<file path="src/rtl/mem_bus_arbiter.sv">
// Two-master arbiter for the data RAM and the switch/LED I/O page.
// Every access runs IDLE -> ACCESS -> RESP. Simultaneous requests are
// resolved round-robin. Address bit 8 selects RAM (0) or I/O (1).
module mem_bus_arbiter #(
  parameter int                    data_width = 16,
  parameter int                    addr_width = 9,
  parameter logic [addr_width-1:0] LED_ADDR   = 9'h100,
  parameter logic [addr_width-1:0] SW_ADDR    = 9'h140
) (
  input  logic                  clk,
  input  logic                  reset,
  input  logic [1:0]            m0_cmd,
  input  logic [addr_width-1:0] m0_addr,
  input  logic [data_width-1:0] m0_wdata,
  output logic [data_width-1:0] m0_rdata,
  output logic                  m0_ack,
  input  logic [1:0]            m1_cmd,
  input  logic [addr_width-1:0] m1_addr,
  input  logic [data_width-1:0] m1_wdata,
  output logic [data_width-1:0] m1_rdata,
  output logic                  m1_ack,
  output logic [addr_width-2:0] ram_addr,
  output logic                  ram_write,
  output logic [data_width-1:0] ram_din,
  input  logic [data_width-1:0] ram_dout,
  input  logic [7:0]            sw,
  output logic [7:0]            ledr,
  output logic [1:0]            grant,
  output logic                  busy
);

  typedef enum logic [1:0] {
    IDLE   = 2'd0,
    ACCESS = 2'd1,
    RESP   = 2'd2
  } state_t;

  localparam logic [1:0] CMD_WRITE = 2'b01;
  localparam logic [1:0] CMD_READ  = 2'b11;

  state_t                  state;
  state_t                  state_next;

  logic                    req0;
  logic                    req1;
  logic                    winner;
  logic [1:0]              sel_cmd;
  logic [addr_width-1:0]   sel_addr;
  logic [data_width-1:0]   sel_wdata;

  logic                    owner;       // 0 = m0, 1 = m1
  logic                    last_owner;
  logic [1:0]              cmd_q;
  logic [addr_width-1:0]   addr_q;
  logic [data_width-1:0]   wdata_q;
  logic [data_width-1:0]   io_rdata;
  logic [data_width-1:0]   rdata0_q;
  logic [data_width-1:0]   rdata1_q;

  logic                    is_write;
  logic                    is_read;
  logic                    is_ram;
  logic                    resp_fire;
  logic [data_width-1:0]   resp_data;

  // Both request encodings (01 write, 11 read) have bit 0 set.
  assign req0 = m0_cmd[0];
  assign req1 = m1_cmd[0];

  assign is_write = (cmd_q == CMD_WRITE);
  assign is_read  = (cmd_q == CMD_READ);
  assign is_ram   = ~addr_q[addr_width-1];

  // Reset masks the strobes in the cycle it is asserted so an abandoned
  // transaction never acks and never writes the RAM.
  assign resp_fire = (state == RESP) && !reset;
  assign resp_data = is_ram ? ram_dout : io_rdata;

  // Round-robin winner selection and mux of the winning master's request.
  always_comb begin
    // NOTE: every variable gets a default before any branch so no latch is inferred.
    winner = 1'b0;
    if (req0 && req1) winner = ~last_owner;
    else if (req1)    winner = 1'b1;
    sel_cmd   = winner ? m1_cmd   : m0_cmd;
    sel_addr  = winner ? m1_addr  : m0_addr;
    sel_wdata = winner ? m1_wdata : m0_wdata;
  end

  // Next-state logic for the fixed three-cycle transaction.
  always_comb begin
    state_next = state;
    case (state)
      IDLE:    if (req0 || req1) state_next = ACCESS;
      ACCESS:  state_next = RESP;
      RESP:    state_next = IDLE;
      default: state_next = IDLE;
    endcase
  end

  // State register.
  always_ff @(posedge clk) begin
    // NOTE: sequential state uses non-blocking assignments so every register samples pre-edge values.
    if (reset) state <= IDLE;
    else       state <= state_next;
  end

  // Latch the winning request and present RAM address/data on entry to ACCESS.
  always_ff @(posedge clk) begin
    if (reset) begin
      owner      <= 1'b0;
      last_owner <= 1'b1;
      cmd_q      <= '0;
      addr_q     <= '0;
      wdata_q    <= '0;
      ram_addr   <= '0;
      ram_din    <= '0;
    end else if (state == IDLE && (req0 || req1)) begin
      owner      <= winner;
      last_owner <= winner;
      cmd_q      <= sel_cmd;
      addr_q     <= sel_addr;
      wdata_q    <= sel_wdata;
      if (!sel_addr[addr_width-1]) begin
        ram_addr <= sel_addr[addr_width-2:0];
        ram_din  <= sel_wdata;
      end
    end
  end

  // I/O page: LED write and switch capture happen at the end of ACCESS.
  always_ff @(posedge clk) begin
    if (reset) begin
      ledr     <= '0;
      io_rdata <= '0;
    end else if (state == ACCESS) begin
      if (is_write && addr_q == LED_ADDR) ledr <= wdata_q[7:0];
      io_rdata <= (is_read && addr_q == SW_ADDR) ? {{(data_width-8){1'b0}}, sw} : '0;
    end
  end

  // Per-master read data holding registers, loaded as the read completes.
  always_ff @(posedge clk) begin
    if (reset) begin
      rdata0_q <= '0;
      rdata1_q <= '0;
    end else if (state == RESP && is_read) begin
      if (owner) rdata1_q <= resp_data;
      else       rdata0_q <= resp_data;
    end
  end

  // Outputs: during the ack cycle the owner sees the fresh read data directly,
  // since the synchronous RAM only delivers it in RESP.
  always_comb begin
    m0_ack    = resp_fire && !owner;
    m1_ack    = resp_fire &&  owner;
    m0_rdata  = (resp_fire && !owner && is_read) ? resp_data : rdata0_q;
    m1_rdata  = (resp_fire &&  owner && is_read) ? resp_data : rdata1_q;
    busy      = (state != IDLE);
    grant     = 2'b00;
    if (state != IDLE && !reset) grant = owner ? 2'b10 : 2'b01;
    ram_write = (state == ACCESS) && !reset && is_ram && is_write;
  end

endmodule
</file>
<file path="config.mk">
export PLATFORM = sky130hd
export DESIGN_NAME = mem_bus_arbiter
export DESIGN_NICKNAME = d
export VERILOG_FILES = /design/src/rtl/mem_bus_arbiter.sv
export SDC_FILE = /design/constraint.sdc
export NUM_CORES = 1
export LEC_CHECK = 0
export ABC_AREA = 1
export BUFFER_PORTS_ARGS = -buffer_cell sky130_fd_sc_hd__buf_4
export CELL_PAD_IN_SITES_DETAIL_PLACEMENT = 1
export CELL_PAD_IN_SITES_GLOBAL_PLACEMENT = 1
export CORE_UTILIZATION = 37
export CTS_CLUSTER_DIAMETER = 120
export DETAILED_ROUTE_END_ITERATION = 6
export GPL_TIMING_DRIVEN = 0
export PLACE_DENSITY_LB_ADDON = 0.1
export SLEW_MARGIN = 40
export SYNTH_ARGS = -nofsm -noshare
export SYNTH_HDL_FRONTEND = slang
export SYNTH_SLANG_ARGS = --single-unit
</file>
<file path="constraint.sdc">
create_clock -name clk -period 2.7 [get_ports clk]
set_input_delay 0.27 -clock clk [delete_from_list [all_inputs] [get_ports clk]]
set_output_delay 0.27 -clock clk [all_outputs]
set_load 0.01 [all_outputs]
</file>
==> flow_summary.toml <==
[drt]
drt_iter0_drc = 166
wirelength_mm = 13.92
route.vias.total = 4632
drcViolationCount = 0
routed_wire_length_per_instance_um = 14.38
vias_per_cell = 4.785
drt_pre_antenna_iters = 4
antenna_violating_nets_post_route = 0

[timing]
drv_slew = 0
grt_setup_unrepaired = "false"
tns_ns = 0
hold_viol = 0
finalClockSkew_ns = 0.007935
slew_headroom_pct = 60.22
max_freq_ghz = 0.4535
number_of_endpoints_failing_setup_at_the_final_stage = 0
tightestPinTransition_ns = 0.5967
fin_crit_sh_pct = 81.68
crit_path_time_final_ns = 2.205

[clocking]
cts.repair_timing.setup_buffer_count = 0
cts_tree = "built"
insertion_delay_ns = 0.35
cts_repair_resize_count = 0
clk_pin_slew_ns = 0.07
cts.path.max_buffers = 2
cts_hold_buffers = 0
numClockSinks = 95
cts.htree.levels = 3
number_of_buffers_inserted_during_clock_tree_synthesis = 9
cts-root-buf = "clkbuf_16"

[cells_and_area]
final_layout_size_suffix_gt1_share_pct = 23.64
numnets_final = 900
finish.cell_count_without_fillers = 968
final.fill_count = 1525
antenna_cells_inserted = 0
area_occupied_by_multi_input_gates_mm2 = 0.001824
reg_area_mm2 = 0.001902
post_route_cell_area_mm2 = 0.005947
areaGrowthSynthToFinish_pct = 36.46

[pwr]
ir_drop_v = 0.0003305
power_density_mw_per_mm2 = 583.2
total_leakage_power_nw = 3.026
p_total_mw = 3.468

[floorplanning]
die_area_mm2 = 0.01222
die_x_um = 110.5
number_of_standard_cell_rows_in_the_floorplan = 39
start_util_pct = 38.00
die_height_um = 110.5
pin_count = 150
core_mm2 = 0.01147

[worst_setup_path]
setup.worst_path.start_class = "register"
worst_path_max_delay_cell = "dfxtp_1"
endpoint_type_of_the_worst_setup_path = "output port"
critPathKind = "register to output port"
critPathMaxStageDelay_ns = 0.42
crit_fanout = 10
crit_arrival_ns = 1.94
critical_path.cell_chain = "inv_1 > nor3_2 > nand2_1 > nor2_4 > buf_2 > o21ai_0 > buf_4"
required_ns = 2.43

[placed_design]
place_area_mm2 = 0.005648
place_congestion = 0.8007
port_buffers = 148
detailed_place_hpwl_mm = 10.69
number_of_cells_after_detailed_placement = 952

[synth]
synth_area_mm2 = 0.004358
yosys.area.top_type = "dfxtp_1"
synth_cell_type_count = 21
yosys.area.top_type_share_pct = 43.64
synth.ff_latch_count = 95
synth_sequential_area_ratio_pct = 43.64
synthCells = 661
mappedNetlistNets = 741
synth.top_cells.by_area = "dfxtp_1, nand2_1, o21ai_0"
avgSynthCellArea_um2 = 6.593
synth_warnings = 0

[hold_path]
min_path_type = "input pin to register"

[global_route]
grt_start_max_net_pins = 16
number_of_antenna_violations_at_the_first_check_in_global_routing = 0
gr-usage-all-layers_pct = 23.39
grt-ovfl-total = 0
grt_pass1_vias = 4898
grt_pass1_wl_mm = 22.90

[status]
outcome = "complete, no violations"

[run]
max_cap_viol_count = 0
[layout by cell type, fill, tap and decap left out, drive strengths merged]
master    count
a21oi        26
a31oi         1
buf         166
bufinv        1
clkbuf       24
clkinv        4
clkinvlp      1
dfxtp        95
inv         114
nand2       195
nand3        13
nor2         74
nor3          5
o21ai       106
[synth_stat cells]
cell type / number
clkbuf_1: 13
o21ai_1: 3
nor3_1: 4
dfxtp_1: 95
nand2_2: 5
nand2_1: 190
nand3_4: 1
a31oi_1: 1
buf_4: 2
inv_1: 111
nand3_1: 12
nor3_2: 1
clkinv_1: 2
nor2_1: 69
inv_2: 2
buf_6: 9
nor2_4: 3
a21oi_1: 26
o21ai_0: 103
nor2_2: 2
buf_2: 7
[per-layer routing]
metal | up-vias | share of wire [%] | track usage (%)
li1 | 2328 | - | -
met1 | 2187 | 41 | 25.19
met2 | 98 | 53 | 44.27
met3 | 19 | 3.9 | 4.007
met4 | 0 | 2.1 | 10.31
met5 | - | 0 | 0
[layout make-up]
cell class	instances	area share, %
sequential	95	31.98
multi-input combinational	420	30.68
timing repair buffer	148	18.68
inverter	115	7.259
clock buffer	11	4.082
buffer	31	3.366
tap	143	3.009
clock inverter	5	0.9468
[power breakdown]
group / switching (mW) / leakage [nW] / internal, mW / total (mW)
registers: 0.0509 / 0.778 / 1.49 / 1.55
clock network: 0.563 / 0.146 / 0.744 / 1.31
logic: 0.358 / 2.10 / 0.258 / 0.616
total: 0.972 / 3.03 / 2.50 / 3.47
[final timing paths]
check / slack [ns] / start / endpoint / cells after the start
worst max-delay path: 0.49 / state[1] / m1_rdata[7] / 7
worst min register to register: 0.46 / rdata0_q[8] / rdata0_q[8] / 2
worst max register to register: 1.06 / last_owner / ram_din[0] / 7
worst min-delay path: 0.20 / sw[2] / io_rdata[2] / 3
[worst max-delay path, delay by kind of cell, from the launching register on]
kind	cells	cell delay, ns
DFF	1	0.42
buffers and inverters	3	0.51
and+or+nand+nor	3	0.50
AOI/OAI and AO/OA	1	0.15
[sequential cells by signal (all words and copies together) (netlist names)]
name        cells
addr_q          9
cmd_q           2
io_rdata        8
last_owner      1
ledr            8
owner           1
ram_addr        8
ram_din        16
rdata0_q       16
rdata1_q       16
state           2
wdata_q         8
[per-stage QoR]
stage                     util [%]  worst slack, ns  hold WS (ns)
after floorplan                  -            1.195        0.4287
after global placement       49.25           0.9178        0.4450
after detailed placement     49.25           0.8761        0.4518
after CTS                    51.86           0.4780        0.1888
after global routing         51.86           0.3642        0.2223
final                        51.86           0.4947        0.1968
[cell families after synthesis]
kind of cell | count (synthesis) | synth area share [%]
buffers and inverters | 146 | 14.50
AO/OA/AOI/OAI | 133 | 15.30
AND/OR/NAND/NOR | 287 | 26.56
flip-flops | 95 | 43.64
Power figures use the tool's default switching activity.
